==> config.mk <==
export PLATFORM = sky130hd
export DESIGN_NAME = unsigned_mul_8x8_ha_seq_ctrl
export DESIGN_NICKNAME = d
export VERILOG_FILES = /design/src/rtl/unsigned_mul_8x8_ha_seq_ctrl.sv
export SDC_FILE = /design/constraint.sdc
export NUM_CORES = 1
export LEC_CHECK = 0
export CAP_MARGIN = 20
export CORE_MARGIN = 5
export CORE_UTILIZATION = 47
export CTS_CLUSTER_SIZE = 16
export DETAILED_ROUTE_END_ITERATION = 7
export HOLD_SLACK_MARGIN = 0.06
export PLACE_DENSITY = 0.84
export SETUP_SLACK_MARGIN = 0.15
export SLEW_MARGIN = 20
export SYNTH_ARGS = -nofsm -noshare
export SYNTH_HDL_FRONTEND = slang
export SYNTH_SLANG_ARGS = --single-unit
==> constraint.sdc <==
create_clock -name clk -period 5.3 [get_ports clk]
set_input_delay 1.325 -clock clk [delete_from_list [all_inputs] [get_ports clk]]
set_output_delay 1.325 -clock clk [all_outputs]
set_load 0.01 [all_outputs]
==> src/rtl/unsigned_mul_8x8_ha_seq_ctrl.sv <==
// Sequential controller for an 8x8 unsigned multiplier: drives an external HA-array
// row generator and accumulates its four weighted rows, one row per cycle.
module unsigned_mul_8x8_ha_seq_ctrl #(
    parameter logic [3:0] ROW_MASK = 4'hF
) (
    input  logic        clk,
    input  logic        rst_n,
    input  logic        in_valid,
    output logic        in_ready,
    input  logic [7:0]  in_x,
    input  logic [7:0]  in_y,
    output logic [7:0]  gen_x,
    output logic [7:0]  gen_y,
    input  logic [27:0] ha_b,
    input  logic [35:0] ha_t,
    output logic        out_valid,
    input  logic        out_ready,
    output logic [15:0] out_p,
    output logic        out_ovf,
    output logic        busy
);

    typedef enum logic [1:0] {
        IDLE = 2'd0,
        ACC  = 2'd1,
        DONE = 2'd2
    } state_t;

    state_t      r_state;
    logic [1:0]  r_rc;
    logic [16:0] r_acc;
    logic        r_carry;
    logic [7:0]  r_gen_x;
    logic [7:0]  r_gen_y;
    logic        r_out_valid;
    logic [15:0] r_out_p;
    logic        r_out_ovf;

    logic [8:0]  w_t;
    logic [6:0]  w_b;
    logic [9:0]  w_row;
    logic [17:0] w_wt;
    logic [17:0] w_sum;

    always_comb begin
        w_t = '0;
        w_b = '0;
        case (r_rc)
            2'd0: begin w_t = ha_t[8:0];   w_b = ha_b[6:0];   end
            2'd1: begin w_t = ha_t[17:9];  w_b = ha_b[13:7];  end
            2'd2: begin w_t = ha_t[26:18]; w_b = ha_b[20:14]; end
            default: begin w_t = ha_t[35:27]; w_b = ha_b[27:21]; end
        endcase
        w_row = '0;
        if (ROW_MASK[r_rc])
            w_row = {1'b0, w_t} + {1'b0, w_b, 2'b00};
        w_wt  = {8'b0, w_row} << {r_rc, 1'b0};
        w_sum = {1'b0, r_acc} + w_wt;
    end

    // The product is published one cycle after the last row lands, so DONE
    // spends its first cycle loading the output registers.
    always_ff @(posedge clk or negedge rst_n) begin
        if (!rst_n) begin
            r_state     <= IDLE;
            r_rc        <= '0;
            r_acc       <= '0;
            r_carry     <= 1'b0;
            r_gen_x     <= '0;
            r_gen_y     <= '0;
            r_out_valid <= 1'b0;
            r_out_p     <= '0;
            r_out_ovf   <= 1'b0;
        end else begin
            case (r_state)
                IDLE: begin
                    if (in_valid) begin
                        r_gen_x <= in_x;
                        r_gen_y <= in_y;
                        r_acc   <= '0;
                        r_carry <= 1'b0;
                        r_rc    <= '0;
                        r_state <= ACC;
                    end
                end
                ACC: begin
                    r_acc   <= w_sum[16:0];
                    r_carry <= r_carry | w_sum[17];
                    r_rc    <= r_rc + 2'd1;
                    if (r_rc == 2'd3)
                        r_state <= DONE;
                end
                DONE: begin
                    if (!r_out_valid) begin
                        r_out_valid <= 1'b1;
                        r_out_p     <= r_acc[15:0];
                        r_out_ovf   <= r_acc[16] | r_carry;
                    end else if (out_ready) begin
                        r_out_valid <= 1'b0;
                        r_state     <= IDLE;
                    end
                end
                default: r_state <= IDLE;
            endcase
        end
    end

    assign in_ready  = (r_state == IDLE);
    assign busy      = (r_state != IDLE);
    assign gen_x     = r_gen_x;
    assign gen_y     = r_gen_y;
    assign out_valid = r_out_valid;
    assign out_p     = r_out_p;
    assign out_ovf   = r_out_ovf;

endmodule

== Word level (Yosys, flattened, before mapping) ==
Cells that the tools add are included.

* Add/subtract/negate cells: 3
* $lt $le $gt $ge: 1
* Equal/unequal tests: 9
* Shift operators: 1
* Muxes and demuxes: 18
* Bitwise operators: 3
* Reductions and logical operators: 8

{| class="wikitable"
|+ Operators with widths
! kind !! count
|-
| 17-bit case mux with 2 select lines || 1
|-
| 9-bit case mux with 3 select lines || 1
|-
| 7-bit case mux with 3 select lines || 1
|-
| 17-bit by 18-bit adder with 18-bit output || 1
|-
| 10-bit by 3-bit << shifter with 18-bit output || 1
|-
| 17-bit 2-to-1 mux || 1
|-
| 9-bit by 9-bit adder with 10-bit output || 1
|-
| 10-bit 2-to-1 mux || 1
|-
| 2-bit 2-to-1 mux || 5
|-
| 2-bit != test (second input constant) || 4
|-
| 2-bit equality test (second input constant) || 3
|-
| 2-bit case mux with 3 select lines || 1
|-
| 2-bit AND reduction || 3
|-
| 2-bit by 1-bit equality test with 1-bit output (second input constant) || 2
|-
| 2-bit zero test || 2
|-
| 1-bit 2-to-1 mux || 4
|-
| 2-bit case mux with 2 select lines || 1
|-
| 4-bit AND reduction || 1
|-
| 2-bit nonzero test || 2
|-
| 2-bit by 3-bit less-than comparator with 1-bit output (second input constant) || 1
|-
| 2-bit by 1-bit adder with 2-bit output (second input constant) || 1
|-
| 1-bit binary-select mux with 2-bit select || 1
|-
| 1-bit OR || 2
|-
| 1-bit case mux with 2 select lines || 1
|-
| 1-bit NOT || 1
|}

* Bits in registers: 56

== Logic depth before layout (Yosys ltp) ==
* Word-level depth: 8
* Mapped depth: 21
* Depth with buffers taken out: 19

== Worst setup path before layout ==
No wires, ideal clock.

* Path type: input-to-reg
* Start: in ha_b[0]
* End: reg r_acc[13]
* Setup time: 0.122 ns
* Data arrival time: 4.746 ns
* Setup slack: 0.432 ns
* Stages: 16
* Cells stage by stage: a222oi_1 -> a21oi_1 -> ha_1 -> fa_1 -> a21o_1 -> a21o_1 -> and4b_1 -> nor4_1 -> o21ai_1 -> ha_1 -> a21oi_1 -> o21ai_1 -> a31oi_1 -> a21oi_1 -> or3_1 -> a32o_1

* Word-level cells in the longest chain between the ends: 6

{| class="wikitable"
|+ RTL lines
! element !! RTL line !! source
|-
| start: declaration || 14 || <nowiki>input logic [27:0] ha_b,</nowiki>
|-
| 7-bit case mux with 3 select lines || 48 || <nowiki>case (r_rc)</nowiki>
|-
| 9-bit by 9-bit adder with 10-bit output || 56 || <nowiki>w_row = {1'b0, w_t} + {1'b0, w_b, 2'b00};</nowiki>
|-
| 10-bit 2-to-1 mux || 55 || <nowiki>if (ROW_MASK[r_rc])</nowiki>
|-
| 10-bit by 3-bit << shifter with 18-bit output || 57 || <nowiki>w_wt = {8'b0, w_row} << {r_rc, 1'b0};</nowiki>
|-
| 17-bit by 18-bit adder with 18-bit output || 58 || <nowiki>w_sum = {1'b0, r_acc} + w_wt;</nowiki>
|-
| 17-bit case mux with 2 select lines || 75 || <nowiki>case (r_state)</nowiki>
|-
| end signal: assignment || 87 || <nowiki>r_acc <= w_sum[16:0];</nowiki>
|-
| end: declaration || 31 || <nowiki>logic [16:0] r_acc;</nowiki>
|}

Every way passes these cells.
A chain may end at the register's enable or synchronous reset.

== Worst setup path after layout ==
* Start: in ha_b[14]
* End: reg r_acc[13]

Same word-level chain as after synthesis.

==> metrics.md <==
| Metric | Value |
|---|---|
| Vias in the first global route | `3,799` |
| Slew Limit Fails | `0` |
| Drt wl/cell | `17.12 um` |
| Final ANT Viol Nets | `0` |
| Mean Syn Cell Area | `8.820 um^2` |
| Vias per cell | `5.674` |
| Sum Neg Setup Slack | `0 ns` |
| Status | `completed` |
| Height of the die | `99.41 um` |
| Crit start category | `primary input` |
| Root buffer cell | `clkbuf_8` |
| Vias | `3,762` |
| Port buffer count | `119` |
| Count of different cell masters after synthesis | `48` |
| Post-synth EDFFs | `0` |
| Relative slew slack | `29.92%` |
| Post-synthesis register bit count | `56` |
| Fmax | `193.4 MHz` |
| Worst-path maximum fanout | `5` |
| Iteration-0 DRC Markers | `331` |
| Share of cells above drive strength 1 | `13.90%` |
| Cells after Synth | `426` |
| CTS tree | `built` |
| Die W | `99.41 um` |
| RSZ-0062 raised after global routing | `no` |
| Global-route total usage across every layer | `22.10%` |
| GRT met2 Usage | `38.38%` |
| Ys async rst share | `100.0%` |
| Min cycle time layout | `5.171 ns` |
| WS Path Type | `primary input to flip-flop` |
| Initial Util | `48.37%` |
| Hold Buf Count CTS | `0` |
| Drt drc | `0` |
| Mapped cell area | `3757 um^2` |
| Reg clk slew, reported paths | `0.11 ns` |
| GRT met1 Usage | `27.94%` |
| Fin nets | `674` |
| CTS sink count | `56` |
| TritonCTS buffer count | `5` |
| Pin count of the biggest net entering global routing | `57` |
| Clk_skew | `0.008425 ns` |
| CP endpoint kind | `flip-flop` |
| Slew @ Worst Pin | `1.049 ns` |
| First-pass DRT Iterations | `7` |
| First-pass GRT wire length | `18.08 mm` |
| Cells after DPL | `648` |
| Core box area | `7767 um^2` |
| WL final | `11.35 mm` |
| Dpl hpwl | `8.434 mm` |
| Setup Viol. Count Final | `0` |
| GP Congestion | `0.9034` |
| MaxCap Viol Count | `0` |
| Period utilisation layout | `97.56%` |
| Met3 Track Usage GR | `5.820%` |
| Non-filler cells, final | `663` |
| Clock buffer depth | `2` |
| Sequential share of the synthesized area | `37.30%` |
| FILL cells | `616` |
| Arrival @ worst endpoint | `5.38 ns` |
| GR peak layer | `met2` |
| Skew-Pair Late Insertion Delay | `0.31 ns` |
| Main synth FF type | `dfrtp_1` |
| Gr ovfl total | `0` |
| WHS | `0.4855 ns` |
| CTS H-tree lvls | `2` |
| CP max-delay cell | `clkdlybuf4s50_1` |
| HP Class | `flip-flop to flip-flop` |
| Final Hold Viols | `0` |
| Row cnt | `32` |
| Die Area | `9882 um^2` |
| Synth Net Count | `540` |
| Critical path, cell by cell | `clkdlybuf4s50_1, a222oi_1, a21oi_1, ha_2, fa_2, a21o_1, a21o_4, and4b_2, nor4_4, o21ai_1, ha_1, a21oi_1, o21ai_1, a31oi_2, a21oi_2, or3_1, a32o_1` |
| Synthesis-to-finish area growth | `43.82%` |
| Initial antenna violation count | `0` |
| Syn. warnings | `0` |
| Worst Path Required | `5.51 ns` |
| Max incr delay on CP | `0.40 ns` |
| Io pins | `120` |
| Diodes inserted | `0` |
flip-flops by register name, summed over array words and instances (netlist names):
register	count
r_carry	1
r_state	2
out_valid	1
gen_x	8
r_acc	17
out_p	16
out_ovf	1
r_rc	2
gen_y	8
area by class of cell:
cell class	instances	area, um^2	share of cell area, %
clock buffers	5	68.82	1.273
multi-input cells	344	2355	43.57
inverters	8	30.03	0.5557
flip-flops and latches	56	1401	25.93
well taps	102	127.6	2.362
clock inverters	3	25.02	0.4631
repair buffers	145	1396	25.84
logic make-up (layout without fill, tap and decap cells):
kind of cell,after synthesis,after routing,synth area share (%)
AOI/OAI and AO/OA,128,128,23.31
xor gates and xnor gates,14,14,3.263
adders and majority gates,30,30,10.39
buffers and inverters,26,161,2.631
DFF,56,56,37.30
muxes,22,22,6.460
and+or+nand+nor,150,150,16.65
metal layers:
layer  part of all wire [%]  vias up
met4                    1.9        0
li1                       -     1803
met2                     46      183
met3                    9.8       24
met5                      0        -
met1                     42     1752
cells in the mapped netlist, types with 3 or more instances:
cell type / n / share of area (%)
o21ai_0: 19 / 2.5
clkbuf_1: 16 / 1.6
nand2b_1: 3 / 0.50
xor2_1: 4 / 0.93
a222oi_1: 16 / 4.3
a211oi_1: 5 / 1.0
o21bai_1: 4 / 0.80
inv_1: 6 / 0.60
nand2_1: 84 / 8.4
mux2i_1: 4 / 1.1
dfrtp_1: 56 / 37
mux2_2: 18 / 5.4
o22ai_1: 3 / 0.50
nor2_1: 37 / 3.7
o21a_1: 4 / 0.80
o21ai_1: 10 / 1.3
a21oi_1: 39 / 5.2
nand3_1: 11 / 1.5
xnor2_1: 10 / 2.3
a21o_1: 12 / 2.4
ha_1: 28 / 9.3
stage by stage:
stage	area (um^2)	util, %	setup WS (ns)
floorplan	3757	-	0.4322
global placement	5145	66.24	-0.1278
detailed placement	5145	66.24	-0.3101
CTS	5245	67.53	0.1317
global route	5404	69.57	0.04136
finish	5404	69.57	0.1293
placed cells by master, fill, tap and decap left out, types with 4 or more instances in the layout:
cell             instances
clkbuf_8                 5
a222oi_1                16
buf_4                   26
nand3_1                 10
mux2i_1                  4
o21ai_1                 12
clkdlybuf4s50_1        112
xnor2_1                  9
o21a_1                   4
a21oi_1                 36
a21o_1                  11
xor2_1                   4
nand2_1                 84
ha_1                    27
mux2_2                  18
o21ai_0                 16
nor2_1                  36
dlymetal6s2s_1           6
o21bai_1                 4
inv_1                    6
dfrtp_1                 56
path summary, 6_finish.rpt:
path | start | end | slack [ns] | cells past startpoint
min in group asynchronous | rst_n | gen_x[2] | 1.15 | 2
max in group asynchronous | rst_n | r_acc[3] | 3.70 | 2
worst max register to register | r_rc[0] | r_acc[13] | 0.26 | 18
worst min-delay path | gen_x[0] | gen_x[0] | 0.49 | 2
worst min register to register | gen_x[0] | gen_x[0] | 0.49 | 2
worst max-delay path | ha_b[14] | r_acc[13] | 0.13 | 17
critical path, delay by kind of cell:
kind | cells | cell delay [ns]
and+or+nand+nor | 3 | 0.91
adders and majority gates | 3 | 0.98
buffers and inverters | 1 | 0.40
AOI/OAI and AO/OA | 10 | 1.77
what timing repair did:
action | in CTS | in global routing
resized for setup | 1 | 28
setup endpoints to repair | 3 | 7
hold endpoints to repair | 0 | 0
setup buffers | 0 | 7
pin swaps | 1 | 21
Power is left out: the tool's default activity adds up to more than one toggle a clock period on the data nets, which glitch-free logic cannot reach.
==> patch 1 (same flow settings) <==
Register the output `out_ovf` once more, with the module's reset; this adds one clock of latency there. The other outputs are not delayed to match.
--- a/src/rtl/unsigned_mul_8x8_ha_seq_ctrl.sv
+++ b/src/rtl/unsigned_mul_8x8_ha_seq_ctrl.sv
@@ -111,7 +111,13 @@
     assign gen_y     = r_gen_y;
     assign out_valid = r_out_valid;
     assign out_p     = r_out_p;
-    assign out_ovf   = r_out_ovf;
+    always_ff @(posedge clk or negedge rst_n) begin
+        if (!rst_n) begin
+            out_ovf <= '0;
+        end else begin
+            out_ovf <= r_out_ovf;
+        end
+    end
 
 endmodule
 
Check against the original RTL: not equivalent (Yosys sat finds a counterexample within 10 cycles, from zero or initial values and one cycle with rst_n low).
==> patch 1 against the unedited design <==
Synthesized area is 0.67% higher. Critical path depth stayed put. Worst setup slack better by 0.16 ns. Design area is 1.0% higher. Sequential cell count is 1 higher. Clock skew is 0.0025 ns lower. Critical endpoint is now r_acc[16]. Routed wire length is 3.6% lower. Via count is 1.0% lower.
Power is left out: the tool's default activity adds up to more than one toggle a clock period on the data nets, which glitch-free logic cannot reach.
==> patch 1: results (changes against the unedited design) <==
| Metric | Value |
|---|---|
| Adder-cell area share of the yosys netlist | `0.103 (-0.000687)` |
| Routed vias/inst | `5.60 (-1.3%)` |
| Critical path peak fanout | `6 (+1)` |
| Slowest library cell on the worst path | `a222oi_1` |
| Signal arrival time at the worst endpoint | `5.27 ns (-0.11 ns)` |
| Area fraction in compound gates after synthesis | `0.232 (-0.00154)` |
| Global routing usage summed across all routing layers | `0.223 (+0.00170)` |
| Cell count after synthesis | `427 (+0.23%)` |
| Largest incremental delay on the critical path | `0.42 ns (+0.02 ns)` |
| Status | `finished clean` |
| Number of clock buffers inserted by TritonCTS | `9 (+4)` |
| Final HPWL from detailed placement | `8.41 mm (-0.24%)` |
| Clock-pin slew of the registers on the worst-case setup and hold paths | `0.06 ns (-0.05 ns)` |
| Post-synthesis net count | `541 (+0.19%)` |
| Wirelength, routed | `10.9 mm (-3.6%)` |
| Top cells by count, synth | `84 x nand2_1, 57 x dfrtp_1, 39 x a21oi_1, 37 x nor2_1, 28 x ha_1` |
| Area contributors post-synth | `dfrtp_1 38%, ha_1 9.3%, nand2_1 8.3%, mux2_2 5.4%, a21oi_1 5.2%` |
| Clock latency reported for the late side of the worst-skew pair | `0.33 ns (+0.02 ns)` |
| CTS H-Tree Depth | `3 (+1)` |
| Proportion of layout cells with a drive suffix above 1 | `0.139 (-0.000494)` |
| Mux cell area share after synthesis | `0.0642 (-0.000427)` |
| Register area share after synthesis | `0.377 (+0.00415)` |
| Synthesized-area fraction occupied by xor and xnor cells | `0.0324 (-0.000216)` |
| Cell Count, Final, Fillers Out | `665 (+0.30%)` |
| Global-route wire length before repair | `17.9 mm (-0.88%)` |
| Area of placed instances | `5170 sq um (+0.49%)` |
[patch 1: cell types whose count changed after synthesis]
cell	delta
dfrtp_1	+1
[patch 1: cells by family (layout without fill, tap and decap cells)]
| logic type | count (synthesis) | count (layout) |
|---|---|---|
| buffers and inverters | 26 | 162 |
| adder cells (fa/ha/maj) | 30 | 30 |
| AND/OR/NAND/NOR | 150 | 150 |
| flip-flops | 57 | 57 |
| XOR/XNOR | 14 | 14 |
| AO/OA/AOI/OAI | 128 | 128 |
| multiplexers | 22 | 22 |
[patch 1: final timing paths]
| check | to | slack (ns) | depth (start not counted) | start |
|---|---|---|---|---|
| max in group asynchronous | gen_y[0] | 3.69 | 2 | rst_n |
| hold / removal | out_ovf | 0.38 | 0 | r_out_ovf |
| min in group asynchronous | gen_x[6] | 1.14 | 2 | rst_n |
| setup reg to reg | r_acc[16] | 0.50 | 18 | r_rc[0] |
| setup / recovery | r_acc[16] | 0.28 | 17 | ha_b[1] |
| hold reg to reg | out_ovf | 0.38 | 0 | r_out_ovf |
[patch 1: area by class of cell]
cell class | instances | area (sq um)
Clock buffer | 11 | 151
Sequential cell | 57 | 1430
Timing Repair Buffer | 138 | 1330
Multi-Input combinational cell | 344 | 2340
Inverter | 8 | 30.0
Clock inverter | 5 | 53.8
Fill cell | 620 | 2310
Tap cell | 102 | 128
[patch 1: what timing repair did]
action,in CTS,in global routing
gates resized for setup,2,18
hold buffers,0,0
pin swaps,0,12
setup endpoints to repair,3,7
[patch 1: layer usage]
layer / track usage / vias to the layer above / part of all wire / wire length [microns]
met1: 0.271 / 1732 / 0.43 / 4670
met2: 0.367 / 167 / 0.46 / 5000
met5: 0 / - / 0 / 0
li1: - / 1809 / - / -
met4: 0.0777 / 0 / 0.016 / 180
met3: 0.0757 / 16 / 0.10 / 1090
[patch 1: worst register-to-register path, cell delays in order (launching register included)]
cell	delay (ns)
dfrtp_1	0.35
clkinv_1	0.23
ha_1	0.50
a222oi_1	0.53
a21oi_2	0.15
ha_1	0.36
a211oi_2	0.27
o21bai_1	0.15
a21oi_2	0.20
xor2_1	0.22
o21ai_1	0.10
mux2_2	0.29
ha_2	0.32
o21ai_0	0.14
nor2_2	0.09
a2111oi_4	0.36
nor2_2	0.09
a31oi_2	0.18
mux2i_1	0.20
[patch 1: stage by stage]
step                      setup TNS, ns  hold WS [ns]  worst slack, ns  utilization
after detailed placement          -1.06         0.361           -0.306        0.666
final                                 0         0.377            0.285        0.703
after CTS                             0         0.378            0.126        0.693
after global placement           -0.328         0.366           -0.121        0.666
after global routing                  0         0.383            0.113        0.703
after floorplan                       0         0.354            0.432            -
==> patch 2 (config.mk and constraints unchanged) <==
Made on the original files. Re-encode `state_t` (3 states) as one-hot, 3 bits wide.
--- a/src/rtl/unsigned_mul_8x8_ha_seq_ctrl.sv
+++ b/src/rtl/unsigned_mul_8x8_ha_seq_ctrl.sv
@@ -20,10 +20,10 @@
     output logic        busy
 );
 
-    typedef enum logic [1:0] {
-        IDLE = 2'd0,
-        ACC  = 2'd1,
-        DONE = 2'd2
+    typedef enum logic [2:0] {
+        IDLE = 3'b001,
+        ACC  = 3'b010,
+        DONE = 3'b100
     } state_t;
 
     state_t      r_state;
Function: no difference found for any inputs over 10 cycles, from zero or initial values and one cycle with rst_n low; not proved beyond that.
==> patch 2 against the unedited design <==
Sequential share of layout area up 0.19 points. Design area up 1.2%. Synthesized area up 5.1%. Largest cell class unchanged. Sequential cell count up 1. Worst setup slack better by 0.19 ns. Critical path depth down 1. Hold slack worse by 0.013 ns. First-iteration DRC count up 5.4%. Routed wire length down 2.7%.
==> patch 2: results (changes against the unedited design) <==
| Metric | Value |
|---|---|
| Synthesized-area fraction occupied by xor and xnor cells | `0.0311 (-0.00157)` |
| Maximum number of pins on one net before global-route repair | `34 (-40%)` |
| Warning count from the yosys run | `0 (unchanged)` |
| Final design instance area without fill | `5470 sq um (+1.2%)` |
| Area contributors post-synth | `dfrtp_1 35%, ha_1 8.6%, nand2_1 6.9%, a21oi_1 5.6%, mux2_2 4.6%` |
| Placement-stage worst setup slack | `-0.0723 ns (+0.238 ns)` |
| Final HPWL from detailed placement | `8.49 mm (+0.66%)` |
| End of the critical path | `r_acc[16]` |
| Proportion of layout cells with a drive suffix above 1 | `0.124 (-0.0151)` |
| Synthesized area divided by synthesized cell count | `8.73 sq um (-0.98%)` |
| Dominant combinational cell family by area after synthesis | `compound AO/OA/AOI/OAI gates` |
| Routed vias/inst | `5.74 (+1.1%)` |
| Path depth of the worst reg2reg path | `17 (-1)` |
| Global-route wire length before repair | `17.9 mm (-0.73%)` |
| Drt initial violations | `349 (+5.4%)` |
| Area fraction in compound gates after synthesis | `0.235 (+0.00177)` |
| Global routing usage summed across all routing layers | `0.214 (-0.00725)` |
| Area of placed instances | `5250 sq um (+2.0%)` |
| Primary flip-flop cell chosen by synthesis mapping | `dfrtp_1` |
| Worst clock skew | `0.0103 ns (+0.00192 ns)` |
| Fill count | `682 (+11%)` |
| Top cells by count, synth | `73 x nand2_1, 56 x dfrtp_1, 44 x a21oi_1, 38 x nor2_1, 27 x ha_1` |
| Wirelength, routed | `11.0 mm (-2.7%)` |
| Max reg flops | `17 (unchanged)` |
| Adder-cell area share of the yosys netlist | `0.0957 (-0.00818)` |
| Register with the most flip-flops | `r_acc` |
| Maximum VDD drop | `0.000429 V` |
| Register area share after synthesis | `0.362 (-0.0113)` |
| Mux cell area share after synthesis | `0.0659 (+0.00133)` |
| # placed instances | `663 (+2.3%)` |
| Last weighted congestion value of the routability-driven placer | `0.969 (+7.2%)` |
| Clock latency reported for the late side of the worst-skew pair | `0.33 ns (+0.02 ns)` |
| Post-synthesis net count | `565 (+4.6%)` |
| Count of cell types in the netlist | `58 (+21%)` |
| R2R Setup Slk | `0.60 ns (+0.34 ns)` |
| Number of clock buffers inserted by TritonCTS | `9 (+4)` |
| Number of buffers added on ports | `119 (unchanged)` |
| DR pass1 iterations | `5 (-2)` |
| Tightest Pin Transition | `0.964 ns (-0.0854 ns)` |
| Clock-pin slew of the registers on the worst-case setup and hold paths | `0.06 ns (-0.05 ns)` |
| Fin crit share | `0.939 (-0.0362)` |
| Status | `finished clean` |
| CTS H-Tree Depth | `3 (+1)` |
| Critical path startpoint | `ha_b[0]` |
| Via count of the first global-routing pass | `3941 (+3.7%)` |
| Cell Count, Final, Fillers Out | `678 (+2.3%)` |
[patch 2: repair_timing]
item                                    CTS  global route
buffers inserted                          0             0
hold buffers                              0             0
endpoints found under the setup margin    0             9
resized for setup                         0            11
[patch 2: metal layers]
metal  track usage  share of wire  up-vias
li1              -              -     1880
met1         0.258           0.42     1827
met2         0.370           0.46      171
met3        0.0696           0.12       11
met4        0.0521         0.0064        0
met5             0              0        -
[patch 2: layout make-up]
type | count | area share
Multi-Input combinational cell | 359 | 0.439
Sequential cell | 57 | 0.261
Timing Repair Buffer | 134 | 0.237
Clock buffer | 13 | 0.0309
Tap cell | 105 | 0.0240
Inverter | 8 | 0.00549
Clock inverter | 2 | 0.00229
[patch 2: worst max-delay path: cells and delay by family]
kind,cells,cell delay [ns]
compound gates,9,1.89
xor+xnor,1,0.25
fa+ha+maj,3,0.99
buf+inv,2,0.56
mux,1,0.22
[patch 2: power breakdown]
| group | internal (mW) | switching (mW) |
|---|---|---|
| clock network | 0.205 | 0.168 |
| logic | 1.25 | 1.51 |
| registers | 0.557 | 0.0968 |
[patch 2: worst min-delay path by stage]
stage	start	endpoint	slack [ns]	cells past startpoint
after floorplan	r_acc[16]	r_acc[16]	0.49	1
after global placement	gen_y[6]	gen_y[6]	0.46	2
after detailed placement	gen_y[6]	gen_y[6]	0.46	2
after CTS	gen_y[6]	gen_y[6]	0.48	2
after global routing	gen_y[6]	gen_y[6]	0.50	2
final	gen_y[6]	gen_y[6]	0.47	2
[patch 2: cells by family after synthesis]
group / Yosys count
simple gates: 155
buf+inv: 36
fa+ha+maj: 29
xor+xnor: 14
flops: 57
mux: 24
compound gates: 137
